<file path="config.mk">
export PLATFORM = sky130hd
export DESIGN_NAME = fibseq_gen
export DESIGN_NICKNAME = d
export VERILOG_FILES = /design/src/rtl/fibseq_pkg.sv /design/src/rtl/fibseq_step.sv /design/src/rtl/fibseq_gen.sv
export SDC_FILE = /design/constraint.sdc
export NUM_CORES = 1
export LEC_CHECK = 0
export ABC_AREA = 1
export BUFFER_PORTS_ARGS = -buffer_cell sky130_fd_sc_hd__buf_2
export CAP_MARGIN = 10
export CORE_UTILIZATION = 50
export CTS_CLUSTER_DIAMETER = 200
export CTS_CLUSTER_SIZE = 40
export DETAILED_ROUTE_END_ITERATION = 10
export GPL_TIMING_DRIVEN = 0
export PLACE_DENSITY = 0.75
export SLEW_MARGIN = 5
export SYNTH_ARGS = -nofsm -noshare
export SYNTH_HDL_FRONTEND = slang
export SYNTH_SLANG_ARGS = --single-unit
</file>
<file path="constraint.sdc">
create_clock -name clk -period 1.5 [get_ports clk]
set_input_delay 0.45 -clock clk [delete_from_list [all_inputs] [get_ports clk]]
set_output_delay 0.45 -clock clk [all_outputs]
set_load 0.02 [all_outputs]
</file>
<file path="src/rtl/fibseq_pkg.sv">
// fibseq_pkg: shared types and constants for the second-order recurrence
// generator (state encoding, seed selector codes, Lucas seeds).
package fibseq_pkg;

    typedef enum logic {
        IDLE = 1'b0,
        RUN  = 1'b1
    } state_e;

    localparam logic [1:0] SEED_FIB    = 2'b00;
    localparam logic [1:0] SEED_LUCAS  = 2'b01;
    localparam logic [1:0] SEED_CUSTOM = 2'b10;

    // Lucas sequence starts at L(0)=2, L(1)=1
    localparam int LUCAS_T0 = 2;
    localparam int LUCAS_T1 = 1;

endpackage

</file>
<file path="src/rtl/fibseq_step.sv">
// fibseq_step: one combinational advance of the recurrence window.
// (a, b) -> (b, a+b), carrying sticky overflow flags along with each term.
module fibseq_step #(
    parameter int F_WIDTH = 10
) (
    input  logic [F_WIDTH-1:0] a_i,
    input  logic [F_WIDTH-1:0] b_i,
    input  logic               a_c_i,
    input  logic               b_c_i,
    output logic [F_WIDTH-1:0] a_o,
    output logic [F_WIDTH-1:0] b_o,
    output logic               a_c_o,
    output logic               b_c_o
);

    logic [F_WIDTH:0] sum;

    // New term is the truncated sum; its flag is sticky from either parent
    // so an overflow anywhere earlier in the chain stays visible.
    always_comb begin
        sum   = {1'b0, a_i} + {1'b0, b_i};
        a_o   = b_i;
        a_c_o = b_c_i;
        b_o   = sum[F_WIDTH-1:0];
        b_c_o = a_c_i | b_c_i | sum[F_WIDTH];
    end

endmodule

</file>
<file path="src/rtl/fibseq_gen.sv">
// fibseq_gen: computes T(n) of T(k+2)=T(k+1)+T(k) with Fibonacci, Lucas or
// custom seeds behind a start/done handshake.
// Optional macro FIBSEQ_STREAM_EN adds a per-term output stream (term,
// term_valid) emitting T(0)..T(n) during the run.
module fibseq_gen
    import fibseq_pkg::*;
#(
    parameter int N_WIDTH = 4,
    parameter int F_WIDTH = 2*N_WIDTH+2
) (
    input  logic               clk,
    input  logic               rst_n,
    input  logic               start,
    input  logic [N_WIDTH-1:0] n,
    input  logic [1:0]         seed_sel,
    input  logic [F_WIDTH-1:0] seed0,
    input  logic [F_WIDTH-1:0] seed1,
    output logic               busy,
    output logic               done,
    output logic [F_WIDTH-1:0] f,
`ifdef FIBSEQ_STREAM_EN
    output logic [F_WIDTH-1:0] term,
    output logic               term_valid,
`endif
    output logic               ovf
);

    state_e             state_q, state_d;
    logic [F_WIDTH-1:0] a_q, a_d, b_q, b_d;
    logic               a_c_q, a_c_d, b_c_q, b_c_d;
    logic [N_WIDTH-1:0] k_q, k_d, n_q, n_d;
    logic               busy_q, busy_d, done_q, done_d, ovf_q, ovf_d;
    logic [F_WIDTH-1:0] f_q, f_d;
`ifdef FIBSEQ_STREAM_EN
    logic [F_WIDTH-1:0] term_q, term_d;
    logic               term_valid_q, term_valid_d;
`endif

    logic [F_WIDTH-1:0] a_nxt, b_nxt;
    logic               a_c_nxt, b_c_nxt;

    fibseq_step #(.F_WIDTH(F_WIDTH)) u_step (
        .a_i   (a_q),
        .b_i   (b_q),
        .a_c_i (a_c_q),
        .b_c_i (b_c_q),
        .a_o   (a_nxt),
        .b_o   (b_nxt),
        .a_c_o (a_c_nxt),
        .b_c_o (b_c_nxt)
    );

    // Next-state logic: accept in IDLE, step or finish in RUN. The result is
    // taken from a (T(n)), so the carry produced by T(n+1) only lands in b_c
    // and never reaches ovf.
    always_comb begin
        state_d = state_q;
        a_d     = a_q;
        b_d     = b_q;
        a_c_d   = a_c_q;
        b_c_d   = b_c_q;
        k_d     = k_q;
        n_d     = n_q;
        busy_d  = busy_q;
        done_d  = 1'b0;
        f_d     = f_q;
        ovf_d   = ovf_q;
`ifdef FIBSEQ_STREAM_EN
        term_d       = term_q;
        term_valid_d = 1'b0;
`endif
        case (state_q)
            IDLE: begin
                if (start) begin
                    state_d = RUN;
                    n_d     = n;
                    k_d     = '0;
                    a_c_d   = 1'b0;
                    b_c_d   = 1'b0;
                    busy_d  = 1'b1;
                    case (seed_sel)
                        SEED_LUCAS: begin
                            a_d = F_WIDTH'(LUCAS_T0);
                            b_d = F_WIDTH'(LUCAS_T1);
                        end
                        SEED_CUSTOM: begin
                            a_d = seed0;
                            b_d = seed1;
                        end
                        default: begin
                            a_d = '0;
                            b_d = F_WIDTH'(1);
                        end
                    endcase
                end
            end
            RUN: begin
`ifdef FIBSEQ_STREAM_EN
                term_d       = a_q;
                term_valid_d = 1'b1;
`endif
                if (k_q == n_q) begin
                    f_d     = a_q;
                    ovf_d   = a_c_q;
                    done_d  = 1'b1;
                    busy_d  = 1'b0;
                    state_d = IDLE;
                end else begin
                    a_d   = a_nxt;
                    b_d   = b_nxt;
                    a_c_d = a_c_nxt;
                    b_c_d = b_c_nxt;
                    k_d   = k_q + N_WIDTH'(1);
                end
            end
            default: state_d = IDLE;
        endcase
    end

    // State and output registers; reset also aborts an in-flight run.
    always_ff @(posedge clk) begin
        if (!rst_n) begin
            state_q <= IDLE;
            a_q     <= '0;
            b_q     <= '0;
            a_c_q   <= 1'b0;
            b_c_q   <= 1'b0;
            k_q     <= '0;
            n_q     <= '0;
            busy_q  <= 1'b0;
            done_q  <= 1'b0;
            f_q     <= '0;
            ovf_q   <= 1'b0;
`ifdef FIBSEQ_STREAM_EN
            term_q       <= '0;
            term_valid_q <= 1'b0;
`endif
        end else begin
            state_q <= state_d;
            a_q     <= a_d;
            b_q     <= b_d;
            a_c_q   <= a_c_d;
            b_c_q   <= b_c_d;
            k_q     <= k_d;
            n_q     <= n_d;
            busy_q  <= busy_d;
            done_q  <= done_d;
            f_q     <= f_d;
            ovf_q   <= ovf_d;
`ifdef FIBSEQ_STREAM_EN
            term_q       <= term_d;
            term_valid_q <= term_valid_d;
`endif
        end
    end

    assign busy = busy_q;
    assign done = done_q;
    assign f    = f_q;
    assign ovf  = ovf_q;
`ifdef FIBSEQ_STREAM_EN
    assign term       = term_q;
    assign term_valid = term_valid_q;
`endif

endmodule

</file>
==> qor.txt <==
Mapped Area = 0.00242 mm^2
worst min path class = input port to flop
final hold violations = 0
first-pass GRT wire length = 10100 um
largest net degree at the start of global routing = 13
failing checks = negative setup slack
Ant. Diodes = 0
Slew @ Worst Pin = 487 ps
Fin Hold WS = 419 ps
I/O Pins = 42
CTS Buffer Depth = 2
initial drt markers = 184
Max Cap Viol = 0
die area = 0.00513 mm^2
leakage power figure = 1.53 nW
Critical Path Fanout Max = 4
Finished Layout Cells = 468
Avg Cell Area, Syn = 6.88 um^2
first drt pass iteration count = 5
Port-buffer cells = 41
Via-to-Cell Ratio = 5.36
hold-fix buffer count after cts = 0
antenna-violating nets left = 0
clk root buf = clkbuf_8
Mapped Nets = 395
Relative slew margins = 67.5%
final worst-path cycle share = 104%
average routed wire per standard cell = 13.7 um
number of synthesized flops with an enable pin = 0
Pwr Density = 960 mW/mm^2
total power = 3.03 mW
Initial Utilization = 53.8%
CTS Buf Count = 5
clock sinks = 44
overall routing resource usage = 25.1%
Register Area = 915 um^2
area delta synth->final = 30.2%
Max Slew Vio Count = 0
footprint of the multi-input gates = 0.00157 mm^2
clock latency at the later pin of the worst-skew pair = 290 ps
Die Y = 71.6 um
Seq/Total Area, Yosys = 36.4%
cells after synthesis = 352
TNS Setup = -61.4 ps
RePlAce Congestion = 0.917
worst setup margin = -53.3 ps
f_max = 644 MHz
grt ovf = 0
Unique masters post-synth = 29
CTS clock-pin slew for the worst setup and hold paths = 80 ps
top_reg_cell synth = dfxtp_1
Worst R2R Setup Slack = -50 ps
crit end category = flop
Placed Cells = 445
H-tree depth = 2
# fillers = 375
Die X = 71.6 um
worst vdd ir = 561 uV
Arrival @ worst endpoint = 1740 ps
dpl hpwl = 4450 um
vias in the first global route = 2205
critical path class = flop to flop
Post-synth ARST share = 0%
share of post-route cells with drive strength above 1 = 31.5%
Ys Warns = 0
status = finished, violations left
# rows = 24
Crit path required time = 1690 ps
Yosys reg bits = 44
Core Area = 0.00450 mm^2
setup violators final = 2
Vias = 2508
RSZ-0062 raised after global routing = yes
Residual DRC = 0
min Tclk post-route = 1550 ps
clock skew = 9.24 ps
Setup crit start kind = flop
antenna violations before repair = 0
CTS tree = done
WL final = 6430 um
final net count = 459
==> layer usage <==
metal	part of all wire (%)	GRT usage, %	wire length, um
met1	46	35.3	2960
met2	46	39.1	2950
met3	6.5	5.34	417
met4	1.7	6.97	108
met5	0	0	0
==> report_power, final <==
group	switching (mW)	internal, mW	total (mW)
sequential	0.120	1.28	1.40
clock	0.386	0.317	0.703
combinational	0.515	0.414	0.929
total	1.02	2.01	3.03
==> cell families (layout without fill, tap and decap cells) <==
family	Yosys count	after routing	synth area share, %
AOI/OAI and AO/OA	59	59	13.8
and+or+nand+nor	190	190	33.2
adders and majority gates	14	14	7.54
xor gates and xnor gates	3	3	1.08
DFF	44	44	36.4
buffers and inverters	42	106	8.06
==> flip-flops by register name (all words and copies together), names as in the netlist <==
| register | flops |
|---|---|
| b_c_q | 1 |
| f | 10 |
| b_q | 10 |
| ovf | 1 |
| a_c_q | 1 |
| n_q | 4 |
| done | 1 |
| state_q | 1 |
| k_q | 4 |
| busy | 1 |
| a_q | 10 |
==> final cells by class <==
class	count	area share (%)
repair buffers	57	10.3
clock buffers	6	2.30
flip-flops and latches	44	29.0
multi-input cells	266	49.7
inverters	29	3.69
well taps	52	2.06
plain buffers	13	2.78
clock inverters	1	0.159
==> Yosys cell counts (2+ instances only) <==
cell | number | area, um^2
inv_1 | 26 | 97.6
a21oi_1 | 21 | 105
o21ai_0 | 26 | 130
clkbuf_1 | 5 | 18.8
nand3_1 | 33 | 165
nor2_2 | 3 | 18.8
dfxtp_1 | 44 | 881
nor2_1 | 54 | 203
xor2_1 | 3 | 26.3
nand3b_1 | 3 | 22.5
ha_1 | 13 | 163
a22o_1 | 8 | 70.1
nand2_1 | 89 | 334
nand2_4 | 2 | 22.5
buf_6 | 2 | 22.5
nand4_1 | 3 | 18.8
buf_2 | 5 | 25.0
==> per-stage QoR <==
stage	instance area, um^2	utilization [%]	setup WS (ps)
2_1_floorplan	2440	-	-2.23
3_3_place_gp	2710	60.2	-360
3_5_place_dp	2710	60.2	-369
4_1_cts	2890	64.2	-84.3
5_1_grt	3150	70.0	-104
6_report	3150	70.0	-53.3
==> layout by cell type (no fill, tap or decap), types with 5 or more instances in the layout <==
cell type and n:
buf_4 16, clkbuf_8 5, nand3_2 5, dfxtp_1 23, ha_4 8, nor2_1 53, o21ai_0 14, nand2_2 5
buf_2 45, ha_1 5, inv_1 26, nand2_1 84, o21ai_1 11, a22o_1 8, nand3_1 28, a21oi_2 5
a21oi_1 15, dfxtp_2 18, clkbuf_1 6
==> worst max-delay path: stages, from the launching register on <==
cell and delay, ps:
dfxtp_2 340, ha_4 170, fa_2 350, nand3_2 100, nand2_4 70, nand2_2 80
nand2_2 60, nand3_2 70, nand3_2 80, nand3_2 60, nand2_1 50
==> repair_timing <==
action / 4_1_cts / 5_1_grt
buffers inserted: 3 / 13
pin swaps: 10 / 9
setup endpoints to repair: 23 / 31
resized for setup: 25 / 50
==> worst paths after layout <==
path           from  endpoint  depth (start not counted)
max          b_q[0]     b_c_q                         10
min            n[2]    n_q[2]                          3
max reg2reg  b_q[0]     b_c_q                         10
min reg2reg    f[4]      f[4]                          2
Power figures use the tool's default switching activity.
